==> config.mk <==
export PLATFORM = sky130hd
export DESIGN_NAME = bounce_seq_ctrl
export DESIGN_NICKNAME = d
export VERILOG_FILES = /design/src/rtl/bounce_seq_ctrl.sv
export SDC_FILE = /design/constraint.sdc
export NUM_CORES = 1
export LEC_CHECK = 0
export ABC_AREA = 1
export CAP_MARGIN = 0
export CORE_UTILIZATION = 56
export DETAILED_ROUTE_END_ITERATION = 12
export PLACE_DENSITY = 0.82
export SYNTH_ARGS = -nofsm -noshare
export SYNTH_HDL_FRONTEND = slang
export SYNTH_SLANG_ARGS = --single-unit
==> constraint.sdc <==
create_clock -name clk -period 4.3 [get_ports clk]
set_input_delay 1.29 -clock clk [delete_from_list [all_inputs] [get_ports clk]]
set_output_delay 1.29 -clock clk [all_outputs]
set_load 0.02 [all_outputs]
==> src/rtl/bounce_seq_ctrl.sv <==
// -----------------------------------------------------------------------------
// bounce_seq_ctrl
//
// Sequencer for a bounded up/down ("bounce") counter. It holds a programmable
// lower bound, upper bound and step, and sweeps the count lo -> hi -> lo for a
// programmed number of sweeps (0 = forever). It supports pause and abort and
// reports busy/done.
//
// Handshake: a config transfer happens on a rising edge where
// cfg_valid & cfg_ready are both high. cfg_ready is high only in IDLE, so
// cfg_valid outside IDLE is simply not consumed. The master may hold
// cfg_valid and its payload for as long as it likes; there is no backpressure
// beyond cfg_ready.
//
// Ports:
//   clk, rst_n        clock (rising edge), asynchronous active-low reset
//   cfg_valid/ready   config handshake (ready high iff IDLE)
//   cfg_lo/hi/step    bounds and step magnitude (accepted if lo<hi, step!=0)
//   cfg_sweeps        sweeps to run, 0 = run forever
//   cfg_err           one-cycle pulse when a transferred config is rejected
//   start             begin a sequence (IDLE only)
//   pause             hold all state while high (RUN only)
//   stop              abort to IDLE, count/dir/sweep_cnt hold
//   cnt_out, dir      current count, 1 = counting up
//   busy              high in RUN
//   done              one-cycle pulse after the programmed sweeps complete
//   sweep_cnt         completed sweeps (wraps)
//   state_dbg         FSM state (0 IDLE, 1 RUN, 2 DONE)
// -----------------------------------------------------------------------------
module bounce_seq_ctrl #(
   parameter int WIDTH = 4,
   parameter int SW_W  = 8
) (
   input  logic             clk,
   input  logic             rst_n,
   input  logic             cfg_valid,
   output logic             cfg_ready,
   input  logic [WIDTH-1:0] cfg_lo,
   input  logic [WIDTH-1:0] cfg_hi,
   input  logic [WIDTH-1:0] cfg_step,
   input  logic [SW_W-1:0]  cfg_sweeps,
   output logic             cfg_err,
   input  logic             start,
   input  logic             pause,
   input  logic             stop,
   output logic [WIDTH-1:0] cnt_out,
   output logic             dir,
   output logic             busy,
   output logic             done,
   output logic [SW_W-1:0]  sweep_cnt,
   output logic [1:0]       state_dbg
);

   typedef enum logic [1:0] {
      S_IDLE = 2'd0,
      S_RUN  = 2'd1,
      S_DONE = 2'd2
   } state_t;

   state_t           state_q, state_d;
   logic [WIDTH-1:0] lo_q, lo_d, hi_q, hi_d, step_q, step_d;
   logic [SW_W-1:0]  sweeps_q, sweeps_d;
   logic [WIDTH-1:0] cnt_q, cnt_d;
   logic             dir_q, dir_d;
   logic [SW_W-1:0]  sw_q, sw_d;
   logic             busy_q, busy_d;
   logic             done_q, done_d;
   logic             err_q, err_d;

   logic             cfg_xfer;
   logic             cfg_ok;
   logic [WIDTH:0]   up_sum;    // one extra bit so cnt+step cannot wrap
   logic [WIDTH:0]   lo_plus;   // lo+step, same reason
   logic [SW_W-1:0]  sw_inc;

   assign cfg_ready = (state_q == S_IDLE);
   assign cfg_xfer  = cfg_valid & cfg_ready;
   assign cfg_ok    = (cfg_lo < cfg_hi) && (cfg_step != '0);
   assign up_sum    = {1'b0, cnt_q} + {1'b0, step_q};
   assign lo_plus   = {1'b0, lo_q} + {1'b0, step_q};
   assign sw_inc    = sw_q + SW_W'(1);

   // Next-state and next-output logic.
   always_comb begin
      state_d  = state_q;
      lo_d     = lo_q;
      hi_d     = hi_q;
      step_d   = step_q;
      sweeps_d = sweeps_q;
      cnt_d    = cnt_q;
      dir_d    = dir_q;
      sw_d     = sw_q;
      done_d   = 1'b0;
      err_d    = 1'b0;

      case (state_q)
         S_IDLE: begin
            // A config transfer in the same cycle wins over start.
            if (cfg_xfer) begin
               if (cfg_ok) begin
                  lo_d     = cfg_lo;
                  hi_d     = cfg_hi;
                  step_d   = cfg_step;
                  sweeps_d = cfg_sweeps;
               end else begin
                  err_d = 1'b1;
               end
            end else if (start) begin
               cnt_d   = lo_q;
               dir_d   = 1'b1;
               sw_d    = '0;
               state_d = S_RUN;
            end
         end

         S_RUN: begin
            if (stop) begin
               state_d = S_IDLE;
            end else if (pause) begin
               // everything holds
            end else if (dir_q) begin
               // Clamp at hi so the upper bound is always visited.
               if (up_sum >= {1'b0, hi_q}) begin
                  cnt_d = hi_q;
                  dir_d = 1'b0;
               end else begin
                  cnt_d = up_sum[WIDTH-1:0];
               end
            end else begin
               // Comparing against lo+step avoids computing cnt-step below 0.
               if ({1'b0, cnt_q} <= lo_plus) begin
                  cnt_d = lo_q;
                  dir_d = 1'b1;
                  sw_d  = sw_inc;
                  if ((sweeps_q != '0) && (sw_inc == sweeps_q)) begin
                     state_d = S_DONE;
                     done_d  = 1'b1;
                  end
               end else begin
                  cnt_d = cnt_q - step_q;
               end
            end
         end

         S_DONE: begin
            // cnt is already lo and dir already up from the finishing edge.
            state_d = S_IDLE;
         end

         default: begin
            state_d = S_IDLE;
         end
      endcase

      busy_d = (state_d == S_RUN);
   end

   always_ff @(posedge clk or negedge rst_n) begin
      if (!rst_n) begin
         state_q  <= S_IDLE;
         lo_q     <= '0;
         hi_q     <= '1;
         step_q   <= WIDTH'(1);
         sweeps_q <= '0;
         cnt_q    <= '0;
         dir_q    <= 1'b1;
         sw_q     <= '0;
         busy_q   <= 1'b0;
         done_q   <= 1'b0;
         err_q    <= 1'b0;
      end else begin
         state_q  <= state_d;
         lo_q     <= lo_d;
         hi_q     <= hi_d;
         step_q   <= step_d;
         sweeps_q <= sweeps_d;
         cnt_q    <= cnt_d;
         dir_q    <= dir_d;
         sw_q     <= sw_d;
         busy_q   <= busy_d;
         done_q   <= done_d;
         err_q    <= err_d;
      end
   end

   assign cnt_out   = cnt_q;
   assign dir       = dir_q;
   assign busy      = busy_q;
   assign done      = done_q;
   assign sweep_cnt = sw_q;
   assign cfg_err   = err_q;
   assign state_dbg = state_q;

endmodule

==> key figures, run 1 <==
Status
  • Run status: complete, but fails checks
  • Violated checks: design-rule violations

CTS
  • Clock sink total: 38
  • Count of hold buffers inserted by post-cts repair: 0
  • Clock root buffer master: sky130_fd_sc_hd__clkbuf_8
  • Number of buffers created by CTS: 5
  • Depth of the CTS H-tree: 2
  • TritonCTS clock tree: built
  • Maximum clock insertion buffer count: 2
  • Later-pin clock latency in the skew report: 290 ps
  • Number of buffers inserted to repair setup after CTS: 0
  • CTS clock-pin slew for the worst setup and hold paths: 80 ps
  • Resized Gates After CTS: 0

Worst setup path
  • Endpoint of the worst register-to-register path: sweep_cnt[7]
  • Launching instance or port of the critical path: cfg_hi[1]
  • Crit path required time: between 4000 and 5000 ps
  • RR Startpoint: step_q[0]
  • Reg2Reg Setup Slack: 1270 ps
  • Critical path endpoint: sweeps_q[6]
  • Depth of the most critical reg-to-reg path: 17
  • Arrival time worst endpoint: 3540 ps
  • Startpoint kind of the worst setup timing path: input pin
  • Crit Path Class: in -> reg
  • Highest net fanout along the worst path: 21
  • CP Capture Type: flip-flop

GRT
  • Vias in the first global route: 2363
  • Grt ovf: 0
  • Number of antenna violations at the first check in global routing: 0
  • Largest net degree at the start of global routing: 39
  • Aggregate global-route resource usage: 0.249
  • First-pass GRT wire length: 10000 um

STA
  • Unrepaired setup endpoints after global routing: false
  • Number of failing setup endpoints in the final timing report: 0
  • Final critical-path share of the clock period: 0.785
  • Setup_tns: 0 ps
  • Fmax: 296 MHz
  • Slew HR: 0.460
  • Worst clock skew: 6.52 ps
  • Count of final max-slew check failures: 0
  • Number of failing hold endpoints at the final stage: 0
  • Min Tclk post-route: 3380 ps
  • Transition at the pin with the smallest max-transition slack: 810 ps
  • Final setup slack of the worst path: approximately 920 ps

Route
  • Starting DRC count in detailed routing: 151
  • DR vias/cell: 5.24
  • Final routed wire length divided by cell count: 12.2 um
  • Drc violations: 2
  • Final wirelength: 5890 um
  • DR vias: 2535
  • TritonRoute pass-1 iters: 8
  • Post-route ant nets: 0

Die
  • Vertical die dimension: 71.8 um
  • Number of primary I/O pins: 45
  • Area enclosed by the die boundary: between 0.005 and 0.006 mm2
  • Core ar.: about 0.0047 mm2
  • Number of placement rows: 25
  • Initial core utilization: 0.582
  • Horizontal die dimension: 71.8 um

Logic synthesis
  • Post-synth design cell area: 0.00273 mm2
  • Cell accounting for the most synthesized area: sky130_fd_sc_hd__dfrtp_1
  • Predominant post-synthesis flop cell: sky130_fd_sc_hd__dfrtp_1
  • Cell with the most instances after synthesis: sky130_fd_sc_hd__nand2_1
  • Synth cell count leaders: sky130_fd_sc_hd__nand2_1, sky130_fd_sc_hd__inv_1, sky130_fd_sc_hd__dfrtp_1
  • Share of async-settable or async-resettable flops after synthesis: 1.00
  • Unique masters post-synth: 29
  • Count of flip-flops with a built-in enable after synthesis: 0
  • Sequential cell area fraction in the yosys report: 0.351
  • Flip-flop and latch count after synthesis: 38
  • Net count after synthesis: 435
  • Largest cells by area after synthesis: sky130_fd_sc_hd__dfrtp_1, sky130_fd_sc_hd__nand2_1, sky130_fd_sc_hd__ha_1
  • Post-synthesis area per instance: between 7 and 8 um2
  • Area share of the largest cell type after synthesis: 0.293
  • Warnings from Yosys: 0
  • Cell count after synthesis: between 300 and 400

Pwr
  • Leakage: roughly 1.8 nW
  • Internal power: 1.11 mW
  • Clock power frac: 0.184
  • Comb power frac: 0.534
  • Switching Fraction: 0.441
  • Reported net switching power: 877 uW
  • Cell area power density: between 500 and 600 mW/mm2
  • Highest ir drop seen on vdd: 0.330 mV
  • Portion of total power attributed to sequential cells: 0.283

Placement
  • Port buffer count: 44
  • Placed inst area: 0.00321 mm2
  • HPWL reported at the end of detailed placement: ~4600 um
  • Worst setup slack before clock tree synthesis: 649 ps
  • Placer congestion estimate: 0.871

Cells and area
  • Layout cells sized above 1: 0.0558
  • Diode insertion count for antenna repair: 0
  • Final design area excluding fillers: 0.00335 mm2
  • Nets: 481
  • P&R area growth vs syn: 22.6%

Run
  • Max cap viols: 0

Worst hold path
  • Worst hold path class: reg -> reg
[per-layer routing]
| metal | GRT usage | routed length, um | up-vias |
|---|---|---|---|
| li1 | - | - | 1297 |
| met1 | 0.324 | 2780 | 1143 |
| met2 | 0.412 | 2730 | 83 |
| met3 | 0.0422 | 289 | 12 |
| met4 | 0.105 | 96 | 0 |
| met5 | 0 | 0 | - |
[how the worst min path moves through the flow]
stage / from / end / slack [ps] / cells past startpoint
2_1_floorplan: hi_q[1] / hi_q[1] / 470 / 2
3_3_place_gp: hi_q[3] / hi_q[3] / 480 / 2
3_5_place_dp: hi_q[1] / hi_q[1] / 490 / 2
4_1_cts: hi_q[1] / hi_q[1] / 500 / 2
5_1_grt: hi_q[3] / hi_q[3] / 520 / 2
6_report: hi_q[3] / hi_q[3] / 500 / 2
[state kept, by name, indices dropped and copies added (netlist names)]
register,flops
lo_q,4
dir,1
sweep_cnt,8
cnt_out,4
cfg_err,1
step_q,4
done,1
state_dbg,2
sweeps_q,8
busy,1
hi_q,4
[power by group through the flow]
stage               combinational, mW  sequential [mW]  clock, mW
floorplan                       0.748            0.573          0
global placement                 1.02            0.564          0
detailed placement               1.05            0.565          0
CTS                              1.06            0.561      0.371
global route                     1.23            0.575      0.388
finish                           1.06            0.562      0.365
[cell families after synthesis]
logic type	count (synthesis)	synth area share
buf+inv	75	0.106
xor+xnor	5	0.0211
flops	38	0.351
compound gates	56	0.112
simple gates	183	0.282
fa+ha+maj	26	0.127
[critical path: stages]
cell and delay (ps):
sky130_fd_sc_hd__clkdlybuf4s50_1 450, sky130_fd_sc_hd__inv_1 50, sky130_fd_sc_hd__ha_1 250, sky130_fd_sc_hd__a21boi_0 120, sky130_fd_sc_hd__o21ai_0 140, sky130_fd_sc_hd__nand2_1 60
sky130_fd_sc_hd__a21oi_1 160, sky130_fd_sc_hd__nand3_1 460, sky130_fd_sc_hd__buf_4 400, sky130_fd_sc_hd__nand2_1 70, sky130_fd_sc_hd__o21ai_0 90
[final cells by class]
| type | instances | area [um2] |
|---|---|---|
| multi-input cells | 270 | 1480 |
| fillers | 394 | 1350 |
| flip-flops and latches | 38 | 958 |
| repair buffers | 45 | 443 |
| inverters | 69 | 259 |
| clock buffers | 5 | 68.8 |
| clock inverters | 3 | 68.8 |
| well taps | 54 | 67.6 |
[placed cells by master, fill, tap and decap left out, drive strengths merged]
cell | synthesis | layout
dfstp | 6 | 6
a21boi | 1 | 1
o21bai | 1 | 1
a21oi | 17 | 17
fa | 3 | 3
xnor3 | 1 | 1
o21ai | 35 | 35
dfrtp | 32 | 32
clkinv | 0 | 1
buf | 2 | 2
inv | 69 | 69
a21o | 1 | 1
clkdlybuf4s50 | 0 | 43
bufinv | 0 | 2
nand4 | 3 | 3
nand3b | 4 | 4
o21a | 1 | 1
ha | 23 | 23
xnor2 | 2 | 2
nand3 | 30 | 30
nor2 | 31 | 31
nor3 | 4 | 4
xor2 | 2 | 2
or2 | 1 | 1
clkbuf | 4 | 5
nand2 | 110 | 110
[stage by stage]
step                      hold WS [ps]  power (mW)  std cells  utilization
after floorplan                    470        1.32        383            -
after global placement             482        1.58        476        0.684
after detailed placement           489        1.61        476        0.684
after CTS                          501        1.99        484        0.713
after global routing               521        2.19        484        0.713
final                              504        1.99        484        0.713
Power figures use the tool's default switching activity.
==> inputs of run 2 (changes only) <==
--- a/config.mk
+++ b/config.mk
@@ -7,9 +7,9 @@
 export LEC_CHECK = 0
 export ABC_AREA = 1
 export CAP_MARGIN = 0
-export CORE_UTILIZATION = 56
+export CORE_UTILIZATION = 54
 export DETAILED_ROUTE_END_ITERATION = 12
-export PLACE_DENSITY = 0.82
+export PLACE_DENSITY = 0.8
 export SYNTH_ARGS = -nofsm -noshare
 export SYNTH_HDL_FRONTEND = slang
 export SYNTH_SLANG_ARGS = --single-unit
==> constraint.sdc (replaced) <==
create_clock -name clk -period 3.2 [get_ports clk]
set_input_delay 0.96 -clock clk [delete_from_list [all_inputs] [get_ports clk]]
set_output_delay 0.96 -clock clk [all_outputs]
set_load 0.02 [all_outputs]
==> key figures, run 2 (synthesis results as in run 1) <==
Cells and area
  • Number of fill cells: 415 (+5.3%)
  • Combined area of the multi-input logic cells: 0.00148 mm2 (unchanged)
  • P&R area growth vs syn: 23.5%
  • Final design area excluding fillers: 0.00337 mm2 (+0.71%)
  • Most frequent cells in the layout: sky130_fd_sc_hd__nand2_1, sky130_fd_sc_hd__inv_1, sky130_fd_sc_hd__clkdlybuf4s50_1
  • Nets: 482 (+0.21%)
  • Area occupied by registers: 958 um2 (unchanged)
  • Most common cell after layout, fill and taps aside: sky130_fd_sc_hd__nand2_1
  • Layout cells sized above 1: 0.0580 (+0.00219)
  • Diode insertion count for antenna repair: 0 (unchanged)

Pwr
  • Clock power frac: 0.185 (about the same)
  • Internal power: 1.50 mW (+35%)
  • Highest ir drop seen on vdd: 0.371 mV (+12%)
  • Switching Fraction: 0.443 (+0.00149)
  • Portion of total power attributed to sequential cells: 0.281 (-0.002)
  • Comb power frac: 0.534 (about the same)
  • Reported net switching power: 1.19 mW (+36%)
  • Cell area power density: 798 mW/mm2 (+34%)
  • Leakage: 1.76 nW (+0.30%)

Worst setup path
  • Crit path required time: 3380 ps (-1090 ps)
  • Number of buffers and inverters on the critical path: 3 (unchanged)
  • Cell with the biggest individual delay on the critical path: sky130_fd_sc_hd__dfstp_2
  • Cell seen most often among critical-path stages: sky130_fd_sc_hd__nand2_1
  • Cells along the critical path: ha_1 -> inv_1 -> fa_1 -> inv_1 -> nand2_1 -> nand2_1 -> ha_1 -> nand2_1 -> o21bai_1 -> nor2_1 -> nand2_1 -> nand2_1 -> a21oi_4 -> buf_4 -> nand3_1 -> o21ai_0
  • Crit Path Class: reg -> reg
  • Highest net fanout along the worst path: 12 (-43%)
  • Startpoint kind of the worst setup timing path: flip-flop
  • Critical path's largest stage delay: 580 ps (+120 ps)
  • Arrival time worst endpoint: 3120 ps (-420 ps)
  • CP Capture Type: flip-flop
  • Top delay family on crit path: simple AND/OR/NAND/NOR gates

Die
  • Initial core utilization: 0.570 (-0.0114)
  • Number of primary I/O pins: 45 (unchanged)
  • Vertical die dimension: 73.1 um (+1.8%)
  • Number of placement rows: 25 (unchanged)
  • Horizontal die dimension: 73.1 um (+1.8%)
  • Area enclosed by the die boundary: 0.00534 mm2 (+3.6%)
  • Core ar.: 0.00479 mm2 (+2.0%)

CTS
  • Clock sink total: 38 (unchanged)
  • TritonCTS clock tree: built
  • Count of hold buffers inserted by post-cts repair: 0 (unchanged)
  • Number of buffers inserted to repair setup after CTS: 0 (unchanged)
  • Number of buffers created by CTS: 5 (unchanged)
  • Resized Gates After CTS: 0 (unchanged)
  • CTS clock-pin slew for the worst setup and hold paths: 80 ps (about the same)
  • Maximum clock insertion buffer count: 2 (unchanged)
  • Clock root buffer master: sky130_fd_sc_hd__clkbuf_8
  • Depth of the CTS H-tree: 2 (unchanged)
  • Later-pin clock latency in the skew report: 300 ps (about the same)

STA
  • Count of final max-slew check failures: 0 (unchanged)
  • Unrepaired setup endpoints after global routing: false
  • Min Tclk post-route: 2940 ps
  • Setup_tns: 0 ps (unchanged)
  • Number of failing hold endpoints at the final stage: 0 (unchanged)
  • Final critical-path share of the clock period: 0.918
  • Transition at the pin with the smallest max-transition slack: 831 ps (+21.4 ps)
  • Slew HR: 0.446 (-0.0143)
  • Fmax: 341 MHz
  • Number of failing setup endpoints in the final timing report: 0 (unchanged)
  • Worst clock skew: 6.18 ps (-0.344 ps)

Route
  • TritonRoute pass-1 iters: 4 (-4)
  • DR vias/cell: 5.11 (-2.4%)
  • Final wirelength: 6050 um (+2.6%)
  • Post-route ant nets: 0 (unchanged)
  • Starting DRC count in detailed routing: 148 (-2.0%)
  • Final routed wire length divided by cell count: 12.1 um (-0.24%)
  • Drc violations: 0 (-2)
  • DR vias: 2545 (+0.39%)

GRT
  • Largest net degree at the start of global routing: 41 (+5.1%)
  • Aggregate global-route resource usage: 0.253 (+0.00363)
  • Vias in the first global route: 2389 (+1.1%)
  • First-pass GRT wire length: 10300 um (+3.1%)
  • Grt ovf: 0 (unchanged)
  • Number of antenna violations at the first check in global routing: 0 (unchanged)

Placement
  • Placer congestion estimate: 0.856 (-1.7%)
  • HPWL reported at the end of detailed placement: 4740 um (+3.7%)
  • Placed inst area: 0.00323 mm2 (+0.74%)
  • Port buffer count: 44 (unchanged)

Run
  • Max cap viols: 0 (unchanged)

Worst hold path
  • Worst hold path class: reg -> reg

Status
  • Run status: finished, final reports clean
-- run 2: cell types whose count changed in the layout (fill, tap and decap cells not counted), sizes merged --
cell	previous run	this run
buf	2	3
-- run 2: power by group through the flow --
| stage | Clock, mW | Combinational [mW] | Sequential (mW) |
|---|---|---|---|
| 3_3_place_gp | 0 | 1.37 | 0.760 |
| 6_report | 0.498 | 1.44 | 0.756 |
| 4_1_cts | 0.505 | 1.43 | 0.753 |
| 3_5_place_dp | 0 | 1.42 | 0.761 |
| 2_1_floorplan | 0 | 1.00 | 0.770 |
| 5_1_grt | 0.529 | 1.66 | 0.771 |
-- run 2: per-stage QoR --
step	setup slack [ps]	utilization	hold WS, ps	cells	power (mW)
2_1_floorplan	680	-	470	383	1.78
3_3_place_gp	337	0.675	484	490	2.13
3_5_place_dp	278	0.675	487	490	2.19
4_1_cts	281	0.704	502	498	2.69
5_1_grt	4.76	0.704	529	498	2.96
6_report	263	0.704	498	498	2.69
-- run 2: cell type report --
type | count | area share
Multi-Input combinational cell | 270 | 0.439
Sequential cell | 38 | 0.284
Timing Repair Buffer | 46 | 0.134
Clock inverter | 3 | 0.0204
Tap cell | 67 | 0.0249
Inverter | 69 | 0.0769
Clock buffer | 5 | 0.0204
-- run 2: worst paths after layout --
| check | startpoint | to | slack (ps) | depth (start not counted) |
|---|---|---|---|---|
| min in group asynchronous | rst_n | sweep_cnt[5] | 760 | 1 |
| min reg2reg | hi_q[2] | hi_q[2] | 500 | 2 |
| min | hi_q[2] | hi_q[2] | 500 | 2 |
| max in group asynchronous | rst_n | lo_q[1] | 1920 | 1 |
| max reg2reg | step_q[0] | sweep_cnt[3] | 260 | 16 |
| max | step_q[0] | sweep_cnt[3] | 260 | 16 |
-- run 2: per-layer routing --
layer / up-vias / share of wire / track usage / routed length (um)
met5: - / 0 / 0 / 0
met4: 0 / 0.018 / 0.105 / 109
met3: 14 / 0.057 / 0.0456 / 345
met2: 85 / 0.47 / 0.406 / 2810
met1: 1146 / 0.46 / 0.335 / 2780
li1: 1300 / - / - / -
-- run 2: tightest hold or removal path: cells and delay by family, from the launching register on --
| family | cells | cell delay (ps) |
|---|---|---|
| compound gates | 1 | 70 |
| flops | 1 | 380 |
| simple gates | 1 | 50 |
==> inputs of run 3 (changes only) <==
--- a/config.mk
+++ b/config.mk
@@ -6,10 +6,11 @@
 export NUM_CORES = 1
 export LEC_CHECK = 0
 export ABC_AREA = 1
-export CAP_MARGIN = 0
-export CORE_UTILIZATION = 54
+export CAP_MARGIN = 20
+export CORE_ASPECT_RATIO = 0.9
+export CORE_UTILIZATION = 49
 export DETAILED_ROUTE_END_ITERATION = 12
-export PLACE_DENSITY = 0.8
+export PLACE_DENSITY = 0.76
 export SYNTH_ARGS = -nofsm -noshare
 export SYNTH_HDL_FRONTEND = slang
 export SYNTH_SLANG_ARGS = --single-unit
==> constraint.sdc (replaced) <==
create_clock -name clk -period 2.6 [get_ports clk]
set_input_delay 0.78 -clock clk [delete_from_list [all_inputs] [get_ports clk]]
set_output_delay 0.78 -clock clk [all_outputs]
set_load 0.02 [all_outputs]
==> key figures, run 3 (synthesis results as in run 1) <==
Worst setup path
  • Reg2Reg Setup Slack: 10 ps (-250 ps)
  • Crit path required time: 2820 ps (-560 ps)
  • Startpoint kind of the worst setup timing path: flip-flop
  • Top delay family on crit path: adder cells
  • Critical path's largest stage delay: 560 ps (-20 ps)
  • Arrival time worst endpoint: 2800 ps (-320 ps)
  • Cells along the critical path: ha_4 -> inv_2 -> fa_2 -> nand2_1 -> nand2_1 -> ha_1 -> nand2_2 -> o21bai_1 -> nor2_2 -> nand2_2 -> nand2_2 -> a21oi_4 -> buf_12 -> nand3_1 -> o21ai_1
  • Cell with the biggest individual delay on the critical path: sky130_fd_sc_hd__dfstp_2
  • Crit Path Class: reg -> reg
  • Cell seen most often among critical-path stages: sky130_fd_sc_hd__nand2_2
  • Highest net fanout along the worst path: 12 (unchanged)
  • CP Capture Type: flip-flop
  • Number of buffers and inverters on the critical path: 2 (-1)

GRT
  • Vias in the first global route: 2414 (+1.0%)
  • Largest net degree at the start of global routing: 41 (unchanged)
  • Aggregate global-route resource usage: 0.246 (-0.00693)
  • Number of antenna violations at the first check in global routing: 0 (unchanged)
  • Grt ovf: 0 (unchanged)
  • First-pass GRT wire length: 11000 um (+6.4%)

Die
  • Area enclosed by the die boundary: 0.00587 mm2 (+9.9%)
  • Initial core utilization: 0.513 (-0.0570)
  • Number of placement rows: 25 (unchanged)
  • Horizontal die dimension: 80.7 um (+10%)
  • Number of primary I/O pins: 45 (unchanged)
  • Vertical die dimension: 72.8 um (-0.40%)
  • Core ar.: 0.00532 mm2 (+11%)

CTS
  • Clock root buffer master: sky130_fd_sc_hd__clkbuf_8
  • TritonCTS clock tree: built
  • Clock sink total: 38 (unchanged)
  • Number of buffers inserted to repair setup after CTS: 0 (unchanged)
  • CTS clock-pin slew for the worst setup and hold paths: 80 ps (about the same)
  • Maximum clock insertion buffer count: 2 (unchanged)
  • Depth of the CTS H-tree: 2 (unchanged)
  • Number of buffers created by CTS: 5 (unchanged)
  • Later-pin clock latency in the skew report: 290 ps (about the same)

STA
  • Setup_tns: 0 ps (unchanged)
  • Min Tclk post-route: 2590 ps (-350 ps)
  • Fmax: 387 MHz (+14%)
  • Number of failing setup endpoints in the final timing report: 0 (unchanged)
  • Number of failing hold endpoints at the final stage: 0 (unchanged)
  • Slew HR: 0.439 (-0.00679)
  • Final critical-path share of the clock period: 0.995 (+0.0773)
  • Count of final max-slew check failures: 0 (unchanged)
  • Transition at the pin with the smallest max-transition slack: 841 ps (+10.2 ps)
  • Unrepaired setup endpoints after global routing: true
  • Worst clock skew: 5.21 ps (-0.970 ps)
  • Final setup slack of the worst path: 13.0 ps (-250 ps)

Cells and area
  • Utilization after layout: 0.662 (-0.0417)
  • Final design area excluding fillers: 0.00352 mm2 (+4.5%)
  • Layout cells sized above 1: 0.124 (+0.0664)
  • Nets: 493 (+2.3%)
  • Diode insertion count for antenna repair: 0 (unchanged)
  • Most common cell after layout, fill and taps aside: sky130_fd_sc_hd__nand2_1
  • P&R area growth vs syn: 29.1%
  • Most frequent cells in the layout: sky130_fd_sc_hd__nand2_1, sky130_fd_sc_hd__inv_1, sky130_fd_sc_hd__clkdlybuf4s50_1

Route
  • Drc violations: 0 (unchanged)
  • Final wirelength: 6500 um (+7.6%)
  • Starting DRC count in detailed routing: 192 (+30%)
  • TritonRoute pass-1 iters: 5 (+1)
  • DR vias: 2582 (+1.5%)
  • Post-route ant nets: 0 (unchanged)
  • Final routed wire length divided by cell count: 12.8 um (+5.2%)
  • DR vias/cell: 5.07 (-0.74%)

Placement
  • HPWL reported at the end of detailed placement: 5040 um (+6.3%)
  • Port buffer count: 44 (unchanged)
  • Placed inst area: 0.00334 mm2 (+3.3%)
  • Worst setup slack before clock tree synthesis: -96.1 ps (-374 ps)
  • Placer congestion estimate: 0.909 (+6.1%)

Pwr
  • Cell area power density: 1010 mW/mm2 (+26%)
  • Leakage: 1.81 nW (+3.1%)
  • Highest ir drop seen on vdd: 0.556 mV (+50%)

Worst hold path
  • Worst hold path class: reg -> reg

Run
  • Max cap viols: 0 (unchanged)

Status
  • Run status: finished, final reports clean
run 3: area by class of cell:
type | instances | area [um2]
clock inverters | 1 | 30.0
fillers | 461 | 1800
repair buffers | 57 | 562
clock buffers | 7 | 86.3
inverters | 69 | 259
flip-flops and latches | 38 | 958
multi-input cells | 270 | 1540
well taps | 67 | 83.8
run 3: layer usage:
| metal | up-vias | global-route usage | wire [um] | part of all wire |
|---|---|---|---|---|
| met4 | 0 | 0.0635 | 68 | 0.010 |
| met1 | 1164 | 0.355 | 3240 | 0.50 |
| li1 | 1329 | - | - | - |
| met3 | 7 | 0.0500 | 310 | 0.048 |
| met2 | 82 | 0.375 | 2880 | 0.44 |
| met5 | - | 0 | 0 | 0 |
run 3: power breakdown:
part | internal [mW] | leakage, nW | switching (mW)
registers | 0.745 | 0.476 | 0.172
clock network | 0.313 | 0.0585 | 0.212
logic | 0.900 | 1.28 | 1.20
total | 1.96 | 1.81 | 1.59
run 3: repair_timing:
item | CTS | global route
setup endpoints to repair | 8 | 17
pin swaps | 1 | 15
gates resized for setup | 3 | 19
hold buffers | 0 | 0
run 3: path summary, 6_finish.rpt:
kind	start	to	cells past startpoint
hold reg to reg	hi_q[1]	hi_q[1]	2
hold / removal	hi_q[1]	hi_q[1]	2
max in group asynchronous	rst_n	lo_q[3]	1
setup reg to reg	step_q[0]	sweep_cnt[0]	15
setup / recovery	step_q[0]	sweep_cnt[0]	15
min in group asynchronous	rst_n	sweep_cnt[3]	1
run 3: worst register-to-register path, stage by stage, from the launching register on:
cell and delay (ps):
sky130_fd_sc_hd__dfstp_2 560, sky130_fd_sc_hd__ha_4 130, sky130_fd_sc_hd__inv_2 40, sky130_fd_sc_hd__fa_2 390, sky130_fd_sc_hd__nand2_1 70, sky130_fd_sc_hd__nand2_1 60, sky130_fd_sc_hd__ha_1 290, sky130_fd_sc_hd__nand2_2 70
sky130_fd_sc_hd__o21bai_1 150, sky130_fd_sc_hd__nor2_2 60, sky130_fd_sc_hd__nand2_2 90, sky130_fd_sc_hd__nand2_2 100, sky130_fd_sc_hd__a21oi_4 190, sky130_fd_sc_hd__buf_12 150, sky130_fd_sc_hd__nand3_1 70, sky130_fd_sc_hd__o21ai_1 90
run 3: per-stage QoR:
| step | hold WS (ps) | std cells | total power, mW |
|---|---|---|---|
| after floorplan | 470 | 383 | 2.18 |
| after global placement | 478 | 501 | 2.79 |
| after detailed placement | 485 | 501 | 2.83 |
| after CTS | 496 | 509 | 3.39 |
| after global routing | 506 | 509 | 3.86 |
| final | 492 | 509 | 3.54 |
